**src/rtl/alu_bist_pkg.sv**
```systemverilog
// -----------------------------------------------------------------------------
// alu_bist_pkg
//   Shared definitions for the ALU built-in self test:
//     - u32/u3/u1 scalar typedefs and ALU_* operation codes (common header)
//     - alu_vec_t : one test vector (operands, op, expected result and zero)
//     - bist_state_e : sequencer states
//     - mk_vec() : builds a vector, deriving the expected zero flag
//   Operation semantics assumed for the ALU under test:
//     AND a&b, OR a|b, ADD a+b, SUB a-b, SLT signed(a)<signed(b) ? 1 : 0,
//     ROR a rotated right by one bit (b ignored), RAND nondeterministic.
// -----------------------------------------------------------------------------
package alu_bist_pkg;

  typedef logic [31:0] u32;
  typedef logic [2:0]  u3;
  typedef logic        u1;

  localparam u3 ALU_AND  = 3'b000;
  localparam u3 ALU_OR   = 3'b001;
  localparam u3 ALU_ADD  = 3'b010;
  localparam u3 ALU_ROR  = 3'b011;
  localparam u3 ALU_RAND = 3'b100;
  localparam u3 ALU_SUB  = 3'b110;
  localparam u3 ALU_SLT  = 3'b111;

  typedef struct packed {
    u32 a;
    u32 b;
    u3  op;
    u32 exp_result;
    u1  exp_zero;
  } alu_vec_t;

  typedef enum logic [1:0] {
    ST_IDLE,
    ST_DRIVE,
    ST_CHECK,
    ST_DONE
  } bist_state_e;

  // Mismatch counter saturates here.
  localparam logic [4:0] ERR_MAX = 5'd31;

  function automatic alu_vec_t mk_vec(input u3 op, input u32 a, input u32 b,
                                      input u32 exp_result);
    alu_vec_t v;
    v.a          = a;
    v.b          = b;
    v.op         = op;
    v.exp_result = exp_result;
    v.exp_zero   = (exp_result == 32'd0);
    return v;
  endfunction

endpackage

```
**src/rtl/alu_vec_rom.sv**
```systemverilog
// -----------------------------------------------------------------------------
// alu_vec_rom
//   Combinational table of ALU test vectors, indexed by vector number.
//   Entries 0..7 form the default run; 8..15 extend runs with NUM_VEC > 8.
//   No entry uses ALU_RAND, whose result cannot be predicted.
// Ports:
//   i_idx  [3:0]     vector index
//   o_vec  alu_vec_t vector at i_idx
// -----------------------------------------------------------------------------
module alu_vec_rom
  import alu_bist_pkg::*;
(
  input  logic [3:0] i_idx,
  output alu_vec_t   o_vec
);

  always_comb begin
    // NOTE: every output of a combinational block gets a value on every path
    // (here a default first) so no latch is inferred.
    o_vec = '0;
    case (i_idx)
      4'd0:  o_vec = mk_vec(ALU_AND, 32'd150,        32'd50,         32'd18);
      4'd1:  o_vec = mk_vec(ALU_OR,  32'd1,          32'd2,          32'd3);
      4'd2:  o_vec = mk_vec(ALU_ADD, 32'd10000,      32'd32,         32'd10032);
      4'd3:  o_vec = mk_vec(ALU_SUB, 32'd100,        32'd50,         32'd50);
      4'd4:  o_vec = mk_vec(ALU_SUB, 32'd7,          32'd7,          32'd0);
      4'd5:  o_vec = mk_vec(ALU_SLT, 32'd10,         32'd5,          32'd0);
      4'd6:  o_vec = mk_vec(ALU_SLT, 32'd10,         32'd11,         32'd1);
      4'd7:  o_vec = mk_vec(ALU_ROR, 32'd1,          32'd0,          32'h8000_0000);
      4'd8:  o_vec = mk_vec(ALU_ADD, 32'd0,          32'd0,          32'd0);
      4'd9:  o_vec = mk_vec(ALU_AND, 32'hFFFF_0000,  32'h0000_FFFF,  32'd0);
      4'd10: o_vec = mk_vec(ALU_OR,  32'hF0F0_F0F0,  32'h0F0F_0F0F,  32'hFFFF_FFFF);
      4'd11: o_vec = mk_vec(ALU_ADD, 32'hFFFF_FFFF,  32'd1,          32'd0);
      4'd12: o_vec = mk_vec(ALU_SUB, 32'd0,          32'd1,          32'hFFFF_FFFF);
      4'd13: o_vec = mk_vec(ALU_SLT, 32'hFFFF_FFFF,  32'd1,          32'd1);
      4'd14: o_vec = mk_vec(ALU_ROR, 32'h8000_0001,  32'd0,          32'hC000_0000);
      4'd15: o_vec = mk_vec(ALU_ROR, 32'd2,          32'd0,          32'd1);
      default: o_vec = '0;
    endcase
  end

endmodule

```
**src/rtl/alu_bist.sv**
```systemverilog
// -----------------------------------------------------------------------------
// alu_bist
//   Built-in self test for a combinational 32-bit ALU. On start it applies
//   NUM_VEC vectors from alu_vec_rom, one DRIVE + one CHECK cycle each, counts
//   mismatches of result/zero against the expected values and reports
//   pass / err_count / fail_idx in DONE. Vector 0 gets one extra DRIVE cycle
//   so the ALU has a full cycle of stable operands coming off the idle
//   all-zero bus; a run therefore lasts 2*NUM_VEC+1 cycles from the start edge.
// Configuration:
//   ALU_BIST_STOP_ON_FAIL_EN  when defined, the first mismatch ends the run.
// Parameters:
//   NUM_VEC  vectors per run, 1..16 (default 8)
// Ports:
//   clk         clock, rising edge
//   reset       synchronous, active-high reset
//   start       run request, honoured only in IDLE or DONE
//   alu_a/b     operands to the ALU under test (0 when not running)
//   alu_cont    ALU op code (0 when not running)
//   alu_result  ALU result (combinational from alu_a/alu_b/alu_cont)
//   alu_zero    ALU zero flag
//   busy        high in DRIVE and CHECK
//   done        high in DONE
//   pass        1 in DONE when no mismatch was recorded
//   err_count   mismatches in current/last run, saturating at 31
//   fail_idx    index of first mismatching vector, 0 if none
// -----------------------------------------------------------------------------
module alu_bist
  import alu_bist_pkg::*;
#(
  parameter int NUM_VEC = 8
) (
  input  logic        clk,
  input  logic        reset,
  input  logic        start,
  output logic [31:0] alu_a,
  output logic [31:0] alu_b,
  output logic [2:0]  alu_cont,
  input  logic [31:0] alu_result,
  input  logic        alu_zero,
  output logic        busy,
  output logic        done,
  output logic        pass,
  output logic [4:0]  err_count,
  output logic [3:0]  fail_idx
);

  localparam logic [3:0] LAST_IDX = 4'(NUM_VEC - 1);

  bist_state_e r_state;
  logic [3:0]  r_idx;
  logic [4:0]  r_err_count;
  logic [3:0]  r_fail_idx;
  logic        r_settle;

  bist_state_e w_state_nxt;
  logic [3:0]  w_idx_nxt;
  logic [4:0]  w_err_nxt;
  logic [3:0]  w_fail_nxt;
  logic        w_settle_nxt;

  alu_vec_t    w_vec;
  logic        w_busy;
  logic        w_last;
  logic        w_mismatch;

  alu_vec_rom u_rom (
    .i_idx (r_idx),
    .o_vec (w_vec)
  );

  assign w_busy     = (r_state == ST_DRIVE) || (r_state == ST_CHECK);
  assign w_last     = (r_idx == LAST_IDX);
  assign w_mismatch = (alu_result != w_vec.exp_result) ||
                      (alu_zero != w_vec.exp_zero);

  // Next-state and datapath update.
  always_comb begin
    w_state_nxt  = r_state;
    w_idx_nxt    = r_idx;
    w_err_nxt    = r_err_count;
    w_fail_nxt   = r_fail_idx;
    w_settle_nxt = r_settle;
    case (r_state)
      ST_IDLE, ST_DONE: begin
        if (start) begin
          w_state_nxt  = ST_DRIVE;
          w_idx_nxt    = 4'd0;
          w_err_nxt    = 5'd0;
          w_fail_nxt   = 4'd0;
          w_settle_nxt = 1'b1;
        end
      end
      ST_DRIVE: begin
        // First vector of a run stays on the bus one extra cycle.
        if (r_settle) begin
          w_settle_nxt = 1'b0;
        end else begin
          w_state_nxt = ST_CHECK;
        end
      end
      ST_CHECK: begin
        if (w_mismatch) begin
          if (r_err_count != ERR_MAX) begin
            w_err_nxt = r_err_count + 5'd1;
          end
          // fail_idx only latches on the first mismatch of the run.
          if (r_err_count == 5'd0) begin
            w_fail_nxt = r_idx;
          end
        end
`ifdef ALU_BIST_STOP_ON_FAIL_EN
        if (w_mismatch || w_last) begin
`else
        if (w_last) begin
`endif
          w_state_nxt = ST_DONE;
        end else begin
          w_state_nxt = ST_DRIVE;
          w_idx_nxt   = r_idx + 4'd1;
        end
      end
      default: w_state_nxt = ST_IDLE;
    endcase
  end

  // NOTE: state registers use non-blocking assignments so every flop samples
  // the pre-edge values, independent of statement order.
  always_ff @(posedge clk) begin
    if (reset) begin
      r_state     <= ST_IDLE;
      r_idx       <= 4'd0;
      r_err_count <= 5'd0;
      r_fail_idx  <= 4'd0;
      r_settle    <= 1'b0;
    end else begin
      r_state     <= w_state_nxt;
      r_idx       <= w_idx_nxt;
      r_err_count <= w_err_nxt;
      r_fail_idx  <= w_fail_nxt;
      r_settle    <= w_settle_nxt;
    end
  end

  // Operands are only driven while a run is in progress.
  assign alu_a     = w_busy ? w_vec.a  : 32'd0;
  assign alu_b     = w_busy ? w_vec.b  : 32'd0;
  assign alu_cont  = w_busy ? w_vec.op : 3'd0;

  assign busy      = w_busy;
  assign done      = (r_state == ST_DONE);
  assign pass      = (r_state == ST_DONE) && (r_err_count == 5'd0);
  assign err_count = r_err_count;
  assign fail_idx  = r_fail_idx;

endmodule
```
**config.mk**
```make
export PLATFORM = sky130hd
export DESIGN_NAME = alu_bist
export DESIGN_NICKNAME = d
export VERILOG_FILES = /design/src/rtl/alu_bist_pkg.sv /design/src/rtl/alu_vec_rom.sv /design/src/rtl/alu_bist.sv
export SDC_FILE = /design/constraint.sdc
export NUM_CORES = 1
export LEC_CHECK = 0
export BUFFER_PORTS_ARGS = -buffer_cell sky130_fd_sc_hd__buf_2
export CAP_MARGIN = 20
export CORE_MARGIN = 8
export CORE_UTILIZATION = 35
export CTS_BUF_LIST = sky130_fd_sc_hd__clkbuf_8
export DETAILED_ROUTE_END_ITERATION = 8
export GPL_TIMING_DRIVEN = 0
export SLEW_MARGIN = 25
export SYNTH_ARGS = -nofsm -noshare
export SYNTH_HDL_FRONTEND = slang
export SYNTH_SLANG_ARGS = --single-unit
```
**constraint.sdc**
```tcl
create_clock -name clk -period 5.57 [get_ports clk]
set_clock_uncertainty 0.15 [all_clocks]
set_input_delay 0.8355 -clock clk [delete_from_list [all_inputs] [get_ports clk]]
set_output_delay 0.8355 -clock clk [all_outputs]
set_load 0.02 [all_outputs]
```
==> PnR_summary.wiki <==
{| class="wikitable"
! Metric !! Value
|-
| Status || finished, final reports clean
|-
| NetSw || 0.262 mW
|-
| Mean number of vias per cell || 4.75
|-
| Async set-reset flop share out of synthesis || 0%
|-
| Clock buffer depth || 2
|-
| Share of final-layout standard cells stronger than drive strength 1 || 35.5%
|-
| Count of synthesis-stage warnings from yosys || 0
|-
| Number of core rows || 33
|-
| Number of pins with negative max-slew slack in the final report || 0
|-
| Worst hold margin || 0.355 ns
|-
| Routed Antenna Nets || 0
|-
| Clock edge transition at the registers on the reported setup and hold paths || 0.09 ns
|-
| N_diodes || 0
|-
| Cell area after placement || 3620 sq um
|-
| Setup repair after global routing missed its margin || no
|-
| Per-cell routed wire length || 13.8 um
|-
| First-iteration detailed-routing DRC count || 195
|-
| Starting density of the core || 35.9%
|-
| Power share of the combinational group || 25.1%
|-
| Endpoint class of the critical path || flip-flop
|-
| Area grow syn2layout || 26.5%
|-
| Max-cap violations || 0
|-
| Fraction of power spent switching nets || 32.7%
|-
| Initial antenna violation count || 0
|-
| Peak supply drop || 0.0987 mV
|-
| Sort of element at the start of the critical path || flip-flop
|-
| Library cells used by synthesis || 54
|-
| Minimum period implied by the final worst setup slack || 3.80 ns
|-
| Number of top-level design ports || 115
|-
| Most instantiated flip-flop cell in the synthesis netlist || sky130_fd_sc_hd__dfxtp_1
|-
| Width of the die || 108 um
|-
| Num CTS Buffers || 5
|-
| TritonCTS clock tree || built
|-
| Portion of the clock cycle consumed by the worst path in the final layout || 68.3%
|-
| WP data arrival || 3.85 ns
|-
| Port bufs || 106
|-
| Number of storage elements in the synthesis netlist || 51
|-
| Power Density || 216 nW/um^2
|-
| Final-layout fill cell count || 844
|-
| Gr usage total || 12.9%
|-
| Number of buffers inserted to repair setup after CTS || 0
|-
| DRT Wirelength || 7790 um
|-
| Number of sinks driven by the clock tree || 51
|-
| Final hold violation count || 0
|-
| Global-route wire length before repair || 12400 um
|-
| Category of the most critical setup path || reg -> reg
|-
| Core area || 8180 sq um
|-
| Number of levels in the clock H-tree || 2
|-
| Post-synthesis average cell area || 8.68 sq um
|-
| Final non-filler cell area || 3710 sq um
|-
| Relative max-transition margin || 44.7%
|-
| Sequential cell area fraction in the yosys report || 34.8%
|-
| Internal portion of total power || 0.540 mW
|-
| Post-CTS sizing || 0
|-
| Synth top area share || 34.8%
|-
| Highest net fanout along the worst path || 8
|-
| Overall die area || 11600 sq um
|-
| Setup Viol. Count Final || 0
|-
| Final GP Congestion || 0.864
|-
| EDFF count, synth || 0
|-
| Die height || 108 um
|-
| Detailed-routing iteration count for the pre-antenna-repair pass || 4
|-
| Maximum clock frequency || 263 MHz
|-
| Clock network latency to the later pin of the worst-skew pair || 0.31 ns
|-
| Mapped Area || 2930 sq um
|-
| Number of hold buffers added after CTS || 0
|-
| Total negative slack || 0 ns
|-
| Biggest area consumer among synthesized cells || sky130_fd_sc_hd__dfxtp_1
|-
| Critical Path RT || 5.62 ns
|-
| Number of vias in the routed layout || 2679
|-
| Via count of the first global-routing pass || 2570
|-
| Net total in the final layout || 509
|-
| Cell count after placement || 556
|-
| Type of the tightest min-delay check || reg -> reg
|-
| Ranking of synthesized cells by area || sky130_fd_sc_hd__dfxtp_1, sky130_fd_sc_hd__buf_4, sky130_fd_sc_hd__nor2b_1
|-
| Reg power frac || 48.5%
|-
| Pin count of the biggest net entering global routing || 17
|-
| Clock root buffer || sky130_fd_sc_hd__clkbuf_8
|-
| Static power due to leakage || 1.89 nW
|-
| Transition time at the pin with the least slew margin || 0.822 ns
|-
| GRT overflow || 0
|-
| Final HPWL DP || 6240 um
|-
| Share of total power in the clock network || 26.4%
|-
| Remaining DRCs || 0
|-
| Gate Count Post-Synth || 338
|-
| Count of placed standard cells in the final layout, fillers left out || 564
|}
[worst max-delay path: stages (launching register included)]
cell and delay (ns):
sky130_fd_sc_hd__dfxtp_1 0.42, sky130_fd_sc_hd__inv_1 0.07, sky130_fd_sc_hd__ha_1 0.38, sky130_fd_sc_hd__mux2i_1 0.53
sky130_fd_sc_hd__o21ai_0 0.23, sky130_fd_sc_hd__a21oi_1 0.65, sky130_fd_sc_hd__inv_1 0.23, sky130_fd_sc_hd__ha_1 0.32
sky130_fd_sc_hd__o31ai_1 0.23, sky130_fd_sc_hd__o21ai_0 0.24, sky130_fd_sc_hd__a22o_1 0.23
[state kept, by name, summed over array words and instances, names as in the netlist]
name and cells:
err_count 5, fail_idx 4, r_idx 4, r_settle 1
r_state 2, u_rom.o_vec 35
[synth_stat cells, types with 4 or more instances]
library cell,count
sky130_fd_sc_hd__nor3_1,7
sky130_fd_sc_hd__nor2_1,15
sky130_fd_sc_hd__o31ai_1,4
sky130_fd_sc_hd__nor2b_1,34
sky130_fd_sc_hd__buf_4,41
sky130_fd_sc_hd__or4_1,4
sky130_fd_sc_hd__dfxtp_1,51
sky130_fd_sc_hd__a32o_1,4
sky130_fd_sc_hd__a21oi_1,7
sky130_fd_sc_hd__nand4_1,10
sky130_fd_sc_hd__ha_1,15
sky130_fd_sc_hd__nor4_1,5
sky130_fd_sc_hd__clkbuf_1,6
sky130_fd_sc_hd__nand3_1,11
sky130_fd_sc_hd__nand2_1,15
sky130_fd_sc_hd__o21ai_0,14
sky130_fd_sc_hd__xor2_1,7
sky130_fd_sc_hd__inv_1,14
sky130_fd_sc_hd__o2bb2ai_1,5
sky130_fd_sc_hd__mux2i_1,5
sky130_fd_sc_hd__or3_1,4
sky130_fd_sc_hd__a211oi_1,4
sky130_fd_sc_hd__nand2b_1,4
sky130_fd_sc_hd__a21o_1,6
[power groups by stage]
stage,Combinational (mW),Clock (mW),Sequential [mW]
floorplan,0.137,0,0.396
global placement,0.200,0,0.397
global route,0.223,0.229,0.392
CTS,0.204,0.216,0.389
detailed placement,0.203,0,0.398
finish,0.201,0.211,0.389
[per-stage QoR]
step | setup slack [ns] | util, % | power [mW]
2_1_floorplan | 2.57 | - | 0.533
3_3_place_gp | 1.78 | 44.3 | 0.598
3_5_place_dp | 1.77 | 44.3 | 0.601
4_1_cts | 1.79 | 45.4 | 0.809
5_1_grt | 1.42 | 45.4 | 0.844
6_report | 1.77 | 45.4 | 0.801
[kinds of logic (layout without fill, tap and decap cells)]
group	Yosys count	count (layout)	share of synthesized area [%]
mux	6	6	2.09
flops	51	51	34.8
buf+inv	67	181	14.2
fa+ha+maj	15	15	6.40
simple gates	125	125	24.3
xor+xnor	8	8	2.39
compound gates	65	65	15.7
other cells	1	8	0.128
[cell type report]
| type | count | area [sq um] | area share [%] |
|---|---|---|---|
| clock inverters | 3 | 20.0 | 0.540 |
| inverters | 16 | 60.1 | 1.62 |
| clock buffers | 5 | 68.8 | 1.85 |
| flip-flops and latches | 51 | 1020 | 27.5 |
| multi-input cells | 227 | 1520 | 41.0 |
| well taps | 105 | 131 | 3.54 |
| repair buffers | 106 | 531 | 14.3 |
| plain buffers | 51 | 355 | 9.58 |
[layer usage]
layer | vias to the layer above | GRT usage (%) | share of wire (%)
met5 | - | 0 | 0
met4 | 0 | 4.86 | 1.6
met3 | 11 | 3.89 | 8.6
met2 | 83 | 20.9 | 45
met1 | 1202 | 15.7 | 45
li1 | 1383 | - | -
[final timing paths]
path                                          startpoint                        to  slack (ns)  cells after the start
worst min-delay path            fail_idx[3]$_SDFFE_PP0P_  fail_idx[3]$_SDFFE_PP0P_        0.36                      1
worst min register to register  fail_idx[3]$_SDFFE_PP0P_  fail_idx[3]$_SDFFE_PP0P_        0.36                      1
worst max register to register   r_state[0]$_SDFFE_PP0P_   u_rom.o_vec[32]$_DFF_P_        1.77                     10
worst max-delay path             r_state[0]$_SDFFE_PP0P_   u_rom.o_vec[32]$_DFF_P_        1.77                     10
[cells in the final DEF, fill, tap and decap left out, drive strengths merged, types with 5 or more instances in the layout]
cell,n
ha,15
nor4,5
nand4,10
inv,15
nor2b,34
o21ai,17
buf,151
dfxtp,51
nand3,11
nor2,15
mux2i,5
nand2,15
conb,8
or4,5
a21oi,7
clkbuf,11
xor2,7
and2,5
a21o,6
nor3,8
o2bb2ai,5
(Power assumes the default switching activity.)
